**src/rtl/ring_output_ctrl_pkg.sv**
```systemverilog
// Shared ring-router constants and VC helpers, common to the switch arbiter,
// input controller and output controller.
package ring_output_ctrl_pkg;

  localparam int unsigned DataWidth = 64;
  localparam int unsigned VcBit     = 63;
  localparam int unsigned DirBit    = 62;
  localparam int unsigned HopHi     = 61;
  localparam int unsigned HopLo     = 58;
  localparam int unsigned CntWidth  = 16;

  typedef enum logic {
    VcEven = 1'b0,
    VcOdd  = 1'b1
  } vc_e;

  // The VC that is not being arbitrated internally is the one allowed onto the link.
  function automatic vc_e drain_vc(logic polarity);
    return polarity ? VcEven : VcOdd;
  endfunction

endpackage

```
**src/rtl/ring_output_ctrl_if.sv**
```systemverilog
// Arbiter write ports, empty flags, link handshake and status of one ring output port.
interface ring_output_ctrl_if #(
  parameter int unsigned DATA_WIDTH = 64,
  parameter int unsigned CNT_WIDTH  = 16
);
  logic                  polarity;
  logic [DATA_WIDTH-1:0] even_wr_data;
  logic                  even_wr_enable;
  logic                  even_empty;
  logic [DATA_WIDTH-1:0] odd_wr_data;
  logic                  odd_wr_enable;
  logic                  odd_empty;
  logic                  link_ready;
  logic                  link_send;
  logic [DATA_WIDTH-1:0] link_data;
  logic [CNT_WIDTH-1:0]  sent_count;
  logic                  err_overflow;
  logic                  err_vc;

  modport master (
    output polarity, even_wr_data, even_wr_enable, odd_wr_data, odd_wr_enable, link_ready,
    input  even_empty, odd_empty, link_send, link_data, sent_count, err_overflow, err_vc
  );

  modport slave (
    input  polarity, even_wr_data, even_wr_enable, odd_wr_data, odd_wr_enable, link_ready,
    output even_empty, odd_empty, link_send, link_data, sent_count, err_overflow, err_vc
  );
endinterface

```
**src/rtl/ring_output_ctrl_vc_slot.sv**
```systemverilog
// Single-entry VC buffer. A write is taken when the slot is free or is draining
// on the same edge; otherwise it is dropped and flagged as an overflow.
module ring_output_ctrl_vc_slot #(
  parameter int unsigned DATA_WIDTH = 64
) (
  input  logic                  clk,
  input  logic                  reset,
  input  logic                  wr_enable,
  input  logic [DATA_WIDTH-1:0] wr_data,
  input  logic                  drain,
  output logic                  full,
  output logic [DATA_WIDTH-1:0] data,
  output logic                  accept,
  output logic                  overflow
);

  assign accept   = wr_enable && (!full || drain);
  assign overflow = wr_enable && full && !drain;

  always_ff @(posedge clk or posedge reset) begin
    if (reset) begin
      full <= 1'b0;
      data <= '0;
    end else if (accept) begin
      full <= 1'b1;
      data <= wr_data;
    end else if (drain) begin
      full <= 1'b0;
    end
  end

endmodule

```
**src/rtl/ring_output_ctrl.sv**
```systemverilog
// Per-port ring output controller: two single-entry VC slots, polarity-selected
// drain onto a registered send/ready link, sent-flit counter and sticky errors.
module ring_output_ctrl
  import ring_output_ctrl_pkg::*;
#(
  parameter int unsigned DATA_WIDTH = DataWidth,
  parameter int unsigned VC_BIT     = VcBit,
  parameter int unsigned CNT_WIDTH  = CntWidth
) (
  input logic               clk,
  input logic               reset,
  ring_output_ctrl_if.slave bus
);

  logic                  even_full, odd_full;
  logic [DATA_WIDTH-1:0] even_data, odd_data;
  logic                  even_accept, odd_accept;
  logic                  even_overflow, odd_overflow;
  logic                  even_drain, odd_drain;
  logic                  even_vc_bad, odd_vc_bad;

  logic                  link_send_q;
  logic [DATA_WIDTH-1:0] link_data_q;
  logic [CNT_WIDTH-1:0]  sent_count_q;
  logic                  err_overflow_q, err_vc_q;

  assign even_drain = bus.link_ready && even_full && (drain_vc(bus.polarity) == VcEven);
  assign odd_drain  = bus.link_ready && odd_full  && (drain_vc(bus.polarity) == VcOdd);

  ring_output_ctrl_vc_slot #(.DATA_WIDTH(DATA_WIDTH)) u_even_slot (
    .clk      (clk),
    .reset    (reset),
    .wr_enable(bus.even_wr_enable),
    .wr_data  (bus.even_wr_data),
    .drain    (even_drain),
    .full     (even_full),
    .data     (even_data),
    .accept   (even_accept),
    .overflow (even_overflow)
  );

  ring_output_ctrl_vc_slot #(.DATA_WIDTH(DATA_WIDTH)) u_odd_slot (
    .clk      (clk),
    .reset    (reset),
    .wr_enable(bus.odd_wr_enable),
    .wr_data  (bus.odd_wr_data),
    .drain    (odd_drain),
    .full     (odd_full),
    .data     (odd_data),
    .accept   (odd_accept),
    .overflow (odd_overflow)
  );

  // Mis-tagged flits are still stored; only the sticky flag records them.
  assign even_vc_bad = even_accept && (vc_e'(bus.even_wr_data[VC_BIT]) != VcEven);
  assign odd_vc_bad  = odd_accept  && (vc_e'(bus.odd_wr_data[VC_BIT])  != VcOdd);

  always_ff @(posedge clk or posedge reset) begin
    if (reset) begin
      link_send_q    <= 1'b0;
      link_data_q    <= '0;
      sent_count_q   <= '0;
      err_overflow_q <= 1'b0;
      err_vc_q       <= 1'b0;
    end else begin
      link_send_q <= even_drain || odd_drain;
      if (even_drain) begin
        link_data_q <= even_data;
      end else if (odd_drain) begin
        link_data_q <= odd_data;
      end else begin
        link_data_q <= '0;
      end
      if (even_drain || odd_drain) begin
        sent_count_q <= sent_count_q + CNT_WIDTH'(1);
      end
      if (even_overflow || odd_overflow) begin
        err_overflow_q <= 1'b1;
      end
      if (even_vc_bad || odd_vc_bad) begin
        err_vc_q <= 1'b1;
      end
    end
  end

  assign bus.even_empty   = ~even_full;
  assign bus.odd_empty    = ~odd_full;
  assign bus.link_send    = link_send_q;
  assign bus.link_data    = link_data_q;
  assign bus.sent_count   = sent_count_q;
  assign bus.err_overflow = err_overflow_q;
  assign bus.err_vc       = err_vc_q;

endmodule

```
**src/flat_wrapper.sv**
```systemverilog
// flat-port wrapper written by rule: the top's interface ports become plain ports
module ring_output_ctrl_flat import ring_output_ctrl_pkg::*;
#(
  parameter int unsigned DATA_WIDTH = DataWidth,
  parameter int unsigned VC_BIT     = VcBit,
  parameter int unsigned CNT_WIDTH  = CntWidth
)
  (clk, reset, bus_polarity, bus_even_wr_data, bus_even_wr_enable, bus_odd_wr_data, bus_odd_wr_enable, bus_link_ready, bus_even_empty, bus_odd_empty, bus_link_send, bus_link_data, bus_sent_count, bus_err_overflow, bus_err_vc);
  ring_output_ctrl_if #(.DATA_WIDTH(DATA_WIDTH), .CNT_WIDTH(CNT_WIDTH)) bus_i ();
  input logic clk;
  input logic reset;
  input wire logic [$bits(bus_i.polarity)-1:0] bus_polarity;
  input wire logic [$bits(bus_i.even_wr_data)-1:0] bus_even_wr_data;
  input wire logic [$bits(bus_i.even_wr_enable)-1:0] bus_even_wr_enable;
  input wire logic [$bits(bus_i.odd_wr_data)-1:0] bus_odd_wr_data;
  input wire logic [$bits(bus_i.odd_wr_enable)-1:0] bus_odd_wr_enable;
  input wire logic [$bits(bus_i.link_ready)-1:0] bus_link_ready;
  output wire logic [$bits(bus_i.even_empty)-1:0] bus_even_empty;
  output wire logic [$bits(bus_i.odd_empty)-1:0] bus_odd_empty;
  output wire logic [$bits(bus_i.link_send)-1:0] bus_link_send;
  output wire logic [$bits(bus_i.link_data)-1:0] bus_link_data;
  output wire logic [$bits(bus_i.sent_count)-1:0] bus_sent_count;
  output wire logic [$bits(bus_i.err_overflow)-1:0] bus_err_overflow;
  output wire logic [$bits(bus_i.err_vc)-1:0] bus_err_vc;
  assign bus_i.polarity = bus_polarity;
  assign bus_i.even_wr_data = bus_even_wr_data;
  assign bus_i.even_wr_enable = bus_even_wr_enable;
  assign bus_i.odd_wr_data = bus_odd_wr_data;
  assign bus_i.odd_wr_enable = bus_odd_wr_enable;
  assign bus_i.link_ready = bus_link_ready;
  assign bus_even_empty = bus_i.even_empty;
  assign bus_odd_empty = bus_i.odd_empty;
  assign bus_link_send = bus_i.link_send;
  assign bus_link_data = bus_i.link_data;
  assign bus_sent_count = bus_i.sent_count;
  assign bus_err_overflow = bus_i.err_overflow;
  assign bus_err_vc = bus_i.err_vc;
  ring_output_ctrl #(.DATA_WIDTH(DATA_WIDTH), .VC_BIT(VC_BIT), .CNT_WIDTH(CNT_WIDTH)) u_core (.clk(clk), .reset(reset), .bus(bus_i));
endmodule
```
**config.mk**
```make
export PLATFORM = sky130hd
export DESIGN_NAME = ring_output_ctrl_flat
export DESIGN_NICKNAME = d
export VERILOG_FILES = /design/src/rtl/ring_output_ctrl_pkg.sv /design/src/rtl/ring_output_ctrl_if.sv /design/src/rtl/ring_output_ctrl_vc_slot.sv /design/src/rtl/ring_output_ctrl.sv /design/src/flat_wrapper.sv
export SDC_FILE = /design/constraint.sdc
export NUM_CORES = 1
export LEC_CHECK = 0
export CAP_MARGIN = 20
export CORE_ASPECT_RATIO = 0.5
export CORE_MARGIN = 2
export CORE_UTILIZATION = 40
export CTS_CLUSTER_SIZE = 20
export DETAILED_ROUTE_END_ITERATION = 16
export GPL_TIMING_DRIVEN = 0
export PLACE_DENSITY = 0.68
export SLEW_MARGIN = 20
export SYNTH_ARGS = -nofsm -noshare
export SYNTH_HDL_FRONTEND = slang
export SYNTH_SLANG_ARGS = --single-unit
```
**constraint.sdc**
```tcl
create_clock -name clk -period 15.85 [get_ports clk]
set_clock_uncertainty 0.2 [all_clocks]
set_input_delay 2.3775 -clock clk [delete_from_list [all_inputs] [get_ports clk]]
set_output_delay 2.3775 -clock clk [all_outputs]
set_load 0.01 [all_outputs]
```
Word level (Yosys, flattened, before mapping)
Index checks and enable logic that the tools add are counted.
Word-level totals
  register bits after elaboration: 213
  bits of input ports: 134
  output and inout port bits: 85
Cells by class
  add/subtract/negate cells: 1
  multiplexer cells: 7
  bitwise operators: 3
  reduce and logical (&&, ||, !) cells: 23
Operators with widths (count)
  2-to-1 mux 64 bit: 2
  adder 16 x 1 -> 16 bit, second input constant: 1
  logical AND 1 bit: 12
  logical OR 1 bit: 5
  2-to-1 mux 1 bit: 5
  logical NOT 1 bit: 4
  nonzero test 2 bit: 2
  inverter 1 bit: 3

Logic depth before layout (Yosys ltp)
  word-level depth: 6
  gate-level depth with buffers: 6

By module
From an unflattened synthesis, not the netlist that was laid out.
Unflattened totals
  cells, all modules: 503
  area, all modules: 8481.9 sq um
By module, submodules not included
  ring_output_ctrl_vc_slot: times used 2, cells an instance 143, area each 2700.1 sq um
  ring_output_ctrl: times used 1, cells an instance 217, area each 3081.7 sq um

Worst setup path after synthesis
OpenSTA, ideal clock, no wires.
  kind: input port to flip-flop
  from: input port bus_link_ready
  to: register u_core.u_odd_slot.data[52]
  arrival time: 3349 ps
  data required time: 15525 ps
  setup slack: 12176 ps
  cell stages on the path: 6
  path buffers: 2
  cells stage by stage: inv_2 > o21ai_2 > and2_1 > buf_4 > buf_6 > mux2_2
Between the ends
  word-level cells in the longest chain between the ends: 4
RTL lines
  start: declaration: line flat_wrapper.sv:17  | input wire logic [$bits(bus_i.link_ready)-1:0] bus_link_ready;
  logical AND 1 bit (2 in a row): line ring_output_ctrl.sv:28  | assign odd_drain = bus.link_ready && odd_full && (drain_vc(bus.polarity) == VcOdd);
  logical OR 1 bit: line ring_output_ctrl_vc_slot.sv:17  | assign accept = wr_enable && (!full || drain);
  logical AND 1 bit: line ring_output_ctrl_vc_slot.sv:17
  end signal: assignment: line ring_output_ctrl_vc_slot.sv:26  | data <= wr_data;
  end: declaration: line ring_output_ctrl_vc_slot.sv:12  | output logic [DATA_WIDTH-1:0] data,
Every way passes these cells.
A chain may end at the register's enable or synchronous reset.

Worst setup path after layout
  from: register u_core.u_odd_slot.full
  to: output port bus_odd_empty
Between the ends
  word-level cells in the longest chain between the ends: 1
RTL lines
  start: declaration: line ring_output_ctrl_vc_slot.sv:11  | output logic full,
  start signal: assignment: line ring_output_ctrl_vc_slot.sv:22  | full <= 1'b0;
  start signal: assignment: line ring_output_ctrl_vc_slot.sv:25  | full <= 1'b1;
  start signal: assignment: line ring_output_ctrl_vc_slot.sv:28  | full <= 1'b0;
  inverter 1 bit: line ring_output_ctrl.sv:87  | assign bus.odd_empty = ~odd_full;
  end: declaration: line flat_wrapper.sv:19  | output wire logic [$bits(bus_i.odd_empty)-1:0] bus_odd_empty;
Every way passes these cells.

==> run metrics <==
CTS tree yes; Synth Flop Type dfrtp_1; final worst-path cycle share between 20% and 30%; Synth cell types 32; Area after DPL between 10,000 and 15,000 µm²; Synth area leaders dfrtp_1 67%, mux2_2 17%, a22o_1 7.0%; Worst Path Arrival around 1600 ps; Worst EP required about 13,000 ps; Via-to-Cell Ratio between 4 and 5; multi-input logic area about 2400 µm²; nets 877; clk sinks approximately 210; WS Path Type reg2out; Power Density about 130 nW/µm²; Storage cell area approximately 5300 µm²; die span in x between 200 and 250 µm; gpl congestion around 0.77; most common cell in the synthesized netlist dfrtp_1; vias in the first global route 5,316; worst skew pair latency between 400 and 500 ps; Async SR Flop Fraction 100%; overall power consumption ~1400 µW; Cell Area, Synth between 7000 and 8000 µm²; Syn Area/Cell around 16 µm²; Syn. warnings 0; crit end category output port; VDD IR max around 0.000090 V; # IOs roughly 220; fin area approximately 11,000 µm²; Simple-Gate Fraction of Synth Area 2.59%; Die Y roughly 100 µm; Synth Register Bits 213; initial antenna violation count 0; Pre-antenna DRT Iters 4; Area Overhead vs Synth 40.7%; Num CTS Buffers 20; worst-margin pin slew just over 800 ps; Lkg Pwr ~0.0048 µW; net count after synthesis 635; Synth Area in XOR/XNOR roughly 1.6%; clock buffer depth 3; Initial DRC Count roughly 180; clock root buffer master clkbuf_16; cells after synthesis 500; EDFF count, synth 0; first-pass GRT wire length about 29,000 µm; gr ovfl total 0; CP max FO 4; All-Layer GR Usage around 18%; setup TNS 0 ps; Max-cap violations 0; H-tree levels 1; sequential element share of the synthesized area between 60% and 70%; Residual DRC 0; Hold Buf Count CTS 0; starting density of the core a little over 40%; via count of the routed design 4,960; Max-slew headroom 44.7%; largest net degree at the start of global routing 103; Clock transition at path regs ~70 ps; Antenna diodes 0; Avg WL per Cell 17.8 µm; Setup Viol. Count Final 0; post-synth top area share 66.8%; Synth Area in Adders less than 1%; Slew Limit Fails 0; Final HPWL DP 12,600 µm; FMAX 242 MHz; number of port buffers 218; Hold Path Class reg2reg; Final Hold Viols 0; unrepaired setup endpoints after global routing false; run status finished clean; min cycle time layout between 4000 and 5000 ps; mux contribution to synthesized area between 10% and 20%; startpoint types flip-flop; Std-Cell Rows 36; largest family of logic cells by synthesized area multiplexers; die area ~21,000 µm²; compound-gate portion of the synthesized area under 10%; Routed WL 18,200 µm; Commonest cells post-synth 213 x dfrtp_1, 118 x mux2_2, 64 x a22o_1; fillers approximately 1,600; fraction of layout cells with a size suffix above 1 roughly a quarter; remaining antenna violation count after routing 0; post-CTS resize count 0; CORE AREA between 15,000 and 20,000 µm²; Post-CTS Setup Inserts 0; post-synth top area cell dfrtp_1
-- final timing paths --
| kind | from | to | slack (ps) | cells after the start |
|---|---|---|---|---|
| hold / removal | u_core.u_even_slot.data[27] | u_core.bus.link_data[27] | 290 | 1 |
| min in group asynchronous | reset | u_core.u_odd_slot.data[40] | 2100 | 2 |
| max in group asynchronous | reset | u_core.u_even_slot.data[13] | 12530 | 3 |
| setup / recovery | u_core.u_odd_slot.full | bus_odd_empty | 11720 | 2 |
| hold reg to reg | u_core.u_even_slot.data[27] | u_core.bus.link_data[27] | 290 | 1 |
| setup reg to reg | u_core.u_odd_slot.full | u_core.bus.link_data[51] | 13820 | 4 |
-- cells in the final DEF, fill, tap and decap left out, types with 2 or more instances in the layout --
cell / instances
a21oi_1: 2
a22o_1: 64
mux2_2: 118
clkdlybuf4s50_1: 218
clkinv_2: 3
and3_1: 3
mux2_1: 11
xor2_1: 4
clkbuf_1: 3
buf_16: 2
nand4_1: 3
dfrtp_1: 213
buf_2: 8
clkbuf_8: 6
o21ai_0: 2
buf_4: 2
buf_6: 11
xnor2_1: 11
nand3_1: 5
clkbuf_16: 21
nor2_1: 4
inv_1: 7
buf_1: 6
nand2_1: 11
-- through the flow --
step / utilization [%] / cells / hold slack, ps / setup slack (ps)
finish: 57.6 / 1021 / 286 / 11720
global route: 57.6 / 1021 / 302 / 11660
CTS: 57.6 / 1021 / 287 / 11690
detailed placement: 54.1 / 986 / 272 / 11210
global placement: 53.8 / 984 / 261 / 4810
floorplan: - / 500 / 259 / 7450
-- metal layers --
layer / global-route usage [%] / up-vias / wire, µm
met5: 0 / - / 0
met4: 4.07 / 0 / 408
met3: 4.37 / 32 / 929
met2: 29.7 / 108 / 8990
met1: 23.6 / 2541 / 7860
li1: - / 2279 / -
-- critical path: stages, from the launching register on --
cell,delay [ps]
dfrtp_1,410
inv_1,100
clkdlybuf4s50_1,540
-- final cells by class --
| type | count | area share [%] |
|---|---|---|
| Sequential cell | 213 | 47.5 |
| Multi-Input combinational cell | 251 | 21.5 |
| Timing Repair Buffer | 220 | 19.9 |
| Clock buffer | 30 | 5.52 |
| Tap cell | 266 | 2.97 |
| Buffer | 27 | 1.79 |
| Clock inverter | 5 | 0.468 |
| Inverter | 9 | 0.368 |
-- state kept, by name, indices dropped and copies added, names as in the netlist --
signal,cells
u_core.u_even_slot.data,64
u_core.u_even_slot.full,1
u_core.bus.link_send,1
u_core.u_odd_slot.full,1
u_core.u_odd_slot.data,64
u_core.bus.sent_count,16
u_core.bus.err_overflow,1
u_core.bus.err_vc,1
u_core.bus.link_data,64
-- power breakdown --
group          switching (µW)  internal [µW]  total (µW)
logic                    91.1            159         250
registers                49.6            639         688
clock network             202            286         489
total                     343           1080        1430
-- logic make-up (layout without fill, tap and decap cells) --
family / count (synthesis) / after routing
fa+ha+maj: 1 / 1
buf+inv: 36 / 291
flops: 213 / 213
simple gates: 35 / 35
mux: 130 / 130
compound gates: 70 / 70
xor+xnor: 15 / 15
(Power assumes the default switching activity.)
==> RTL edit (config.mk and constraints unchanged) <==
The package constant `CntWidth` goes from 16 to 18.
--- a/src/rtl/ring_output_ctrl_pkg.sv
+++ b/src/rtl/ring_output_ctrl_pkg.sv
@@ -8,5 +8,5 @@
   localparam int unsigned HopHi     = 61;
   localparam int unsigned HopLo     = 58;
-  localparam int unsigned CntWidth  = 16;
+  localparam int unsigned CntWidth  = 18;
 
   typedef enum logic {
Ports: changed (resized bus_sent_count); port bits go from 219 to 221. The function was not compared with the original's and may differ.
==> RTL edit against the original RTL <==
  * First-iteration DRC count grew 14%
  * Sequential cell count grew 2
  * Die area shrank 0.32%
  * Largest power group unchanged
  * Routed wire length grew 1.8%
  * Combinational power shrank 2%
  * Non-clock buffer count grew 2
  * Synthesized cell count grew 0.40%
  * Total power grew 1.4%
  * Largest cell class unchanged
  * Critical path type is now primary input to flip-flop
  * Final area grew 0.20%
  * Synthesized area shrank 0.33%
  * Worst setup slack lost 0.098 ns
==> RTL edit: results <==
logic_synthesis:
  synthMuxAreaShare: 0.1840
  synth.distinct_cells: 26
  synth-xor-area-share: 0.01873
  seq_area_frac_synth: 0.6768
  yosys-top-cells-count: "dfrtp_1 (215), mux2_2 (129), a22o_1 (64), clkbuf_1 (13), xnor2_1 (12)"
  synthAdderAreaFrac: 0.001574
  synthTopCellsByArea: "dfrtp_1 (68%), mux2_2 (18%), a22o_1 (7.1%)"
  syn_nets: 637
  synth_compound_area_frac: 0.07461
floorplan:
  num_rows: 36
run_status:
  status: "finished, final reports clean"
placed_design:
  dp_hpwl_mm: 12.81
  numPortBuffers: 220
  place_congestion: 0.7344
  placed_area_mm2: 0.01055
sta:
  worst_slew_pin_slew_ns: 0.8446
  setup_violations: 0
  holdWs_ns: 0.2761
power_and_ir_drop:
  ir_worst_vdd_v: 0.00006894
  power_leakage_nw: 4.814
grt:
  grt_pass1_vias: 5425
  track_usage: 0.1778
  grt_max_degree: 105
  grt_pass1_wl_mm: 29.67
clock_tree:
  cts_setup_buffers: 0
  cts-resized-gates: 0
  cts_hold_buf: 0
  cts_buffers: 21
  clk_pin_slew_ns: 0.06
  clock_path_buffers: 3
  cts_max_level: 1
  clock-root-buffer: "clkbuf_16"
finish:
  layout.nets: 882
  drive_gt1_frac: 0.2378
  fill_cells: 1586
setup_path:
  critPathMaxStageDelay_ns: 0.69
  crit_arrival_ns: 4.45
  cp_max_fo: 10
  rr_worst_depth: 4
  r2r_end: "u_core.bus.link_data[15]$_DFF_PP0_"
  r2r_start: "u_core.u_odd_slot.full$_DFFE_PP0P_"
  critPathSlowestCell: "nor3_2"
  r2r_setup_slack_ns: 13.69
min_path:
  holdPathEnd: "u_core.bus.sent_count[17]$_DFFE_PP0P_"
  worstHoldStart: "u_core.bus.sent_count[17]$_DFFE_PP0P_"
  worstHoldPathType: "flip-flop to flip-flop"
  hold_depth: 1
route:
  vias: 5035
  wire_per_inst_um: 18.02
  first_iter_violations: 208
## RTL edit: cell types whose count changed in the layout (fill, tap and decap cells not counted), sizes merged, moves of 2 or more
| cell | unedited run | this run |
|---|---|---|
| clkbuf | 30 | 44 |
| buf | 29 | 16 |
| nand4 | 3 | 6 |
| clkdlybuf4s50 | 218 | 220 |
| dfrtp | 213 | 215 |
| inv | 9 | 7 |
| nand2 | 11 | 9 |
| nor3 | 1 | 3 |
## RTL edit: cells by family (layout without fill, tap and decap cells)
kind of cell,count (synthesis),in the layout
AOI/OAI and AO/OA,70,70
DFF,215,215
buffers and inverters,32,291
and+or+nand+nor,37,37
muxes,130,130
xor gates and xnor gates,17,17
adders and majority gates,1,1
## RTL edit: area by class of cell
class / instances / area, um2 / area share
Inverter: 5 / 26.28 / 0.002336
Buffer: 27 / 133.9 / 0.01190
Clock buffer: 31 / 613.1 / 0.05451
Tap cell: 266 / 332.8 / 0.02959
Multi-Input combinational cell: 255 / 2416 / 0.2148
Clock inverter: 6 / 87.58 / 0.007787
Timing Repair Buffer: 222 / 2257 / 0.2007
Sequential cell: 215 / 5380 / 0.4784
## RTL edit: routing by layer
metal  GRT usage  vias up  wire (um)
li1            -     2304          -
met1      0.2294     2601       7962
met2      0.3089      100       9362
met3     0.03272       30        747
met4     0.04745        0        434
met5           0        -          0
## RTL edit: worst max-delay path by stage
stage / from / end / slack (ns) / depth (start not counted)
after global placement: reset / u_core.bus.link_data[12]$_DFF_PP0_ / 4.74 / 2
after floorplan: reset / u_core.bus.err_overflow$_DFFE_PP0P_ / 7.39 / 1
final: bus_link_ready / u_core.bus.link_data[15]$_DFF_PP0_ / 11.62 / 5
after global routing: bus_link_ready / u_core.u_odd_slot.data[3]$_DFFE_PP0P_ / 11.49 / 7
after detailed placement: bus_link_ready / u_core.bus.link_data[40]$_DFF_PP0_ / 11.13 / 5
after CTS: bus_link_ready / u_core.bus.link_data[7]$_DFF_PP0_ / 11.63 / 5
## RTL edit: power breakdown
| part | switching, mW | total (mW) | leakage, nW | internal [mW] |
|---|---|---|---|---|
| sequential | 0.0509 | 0.694 | 2.63 | 0.643 |
| clock | 0.206 | 0.508 | 0.346 | 0.302 |
| combinational | 0.0886 | 0.245 | 1.84 | 0.157 |
| total | 0.346 | 1.45 | 4.81 | 1.10 |
## RTL edit: through the flow
| stage | util | instances | worst slack [ns] |
|---|---|---|---|
| after floorplan | - | 502 | 7.393 |
| after global placement | 0.5388 | 988 | 4.738 |
| after detailed placement | 0.5420 | 990 | 11.13 |
| after CTS | 0.5780 | 1027 | 11.63 |
| after global routing | 0.5780 | 1027 | 11.49 |
| final | 0.5780 | 1027 | 11.62 |
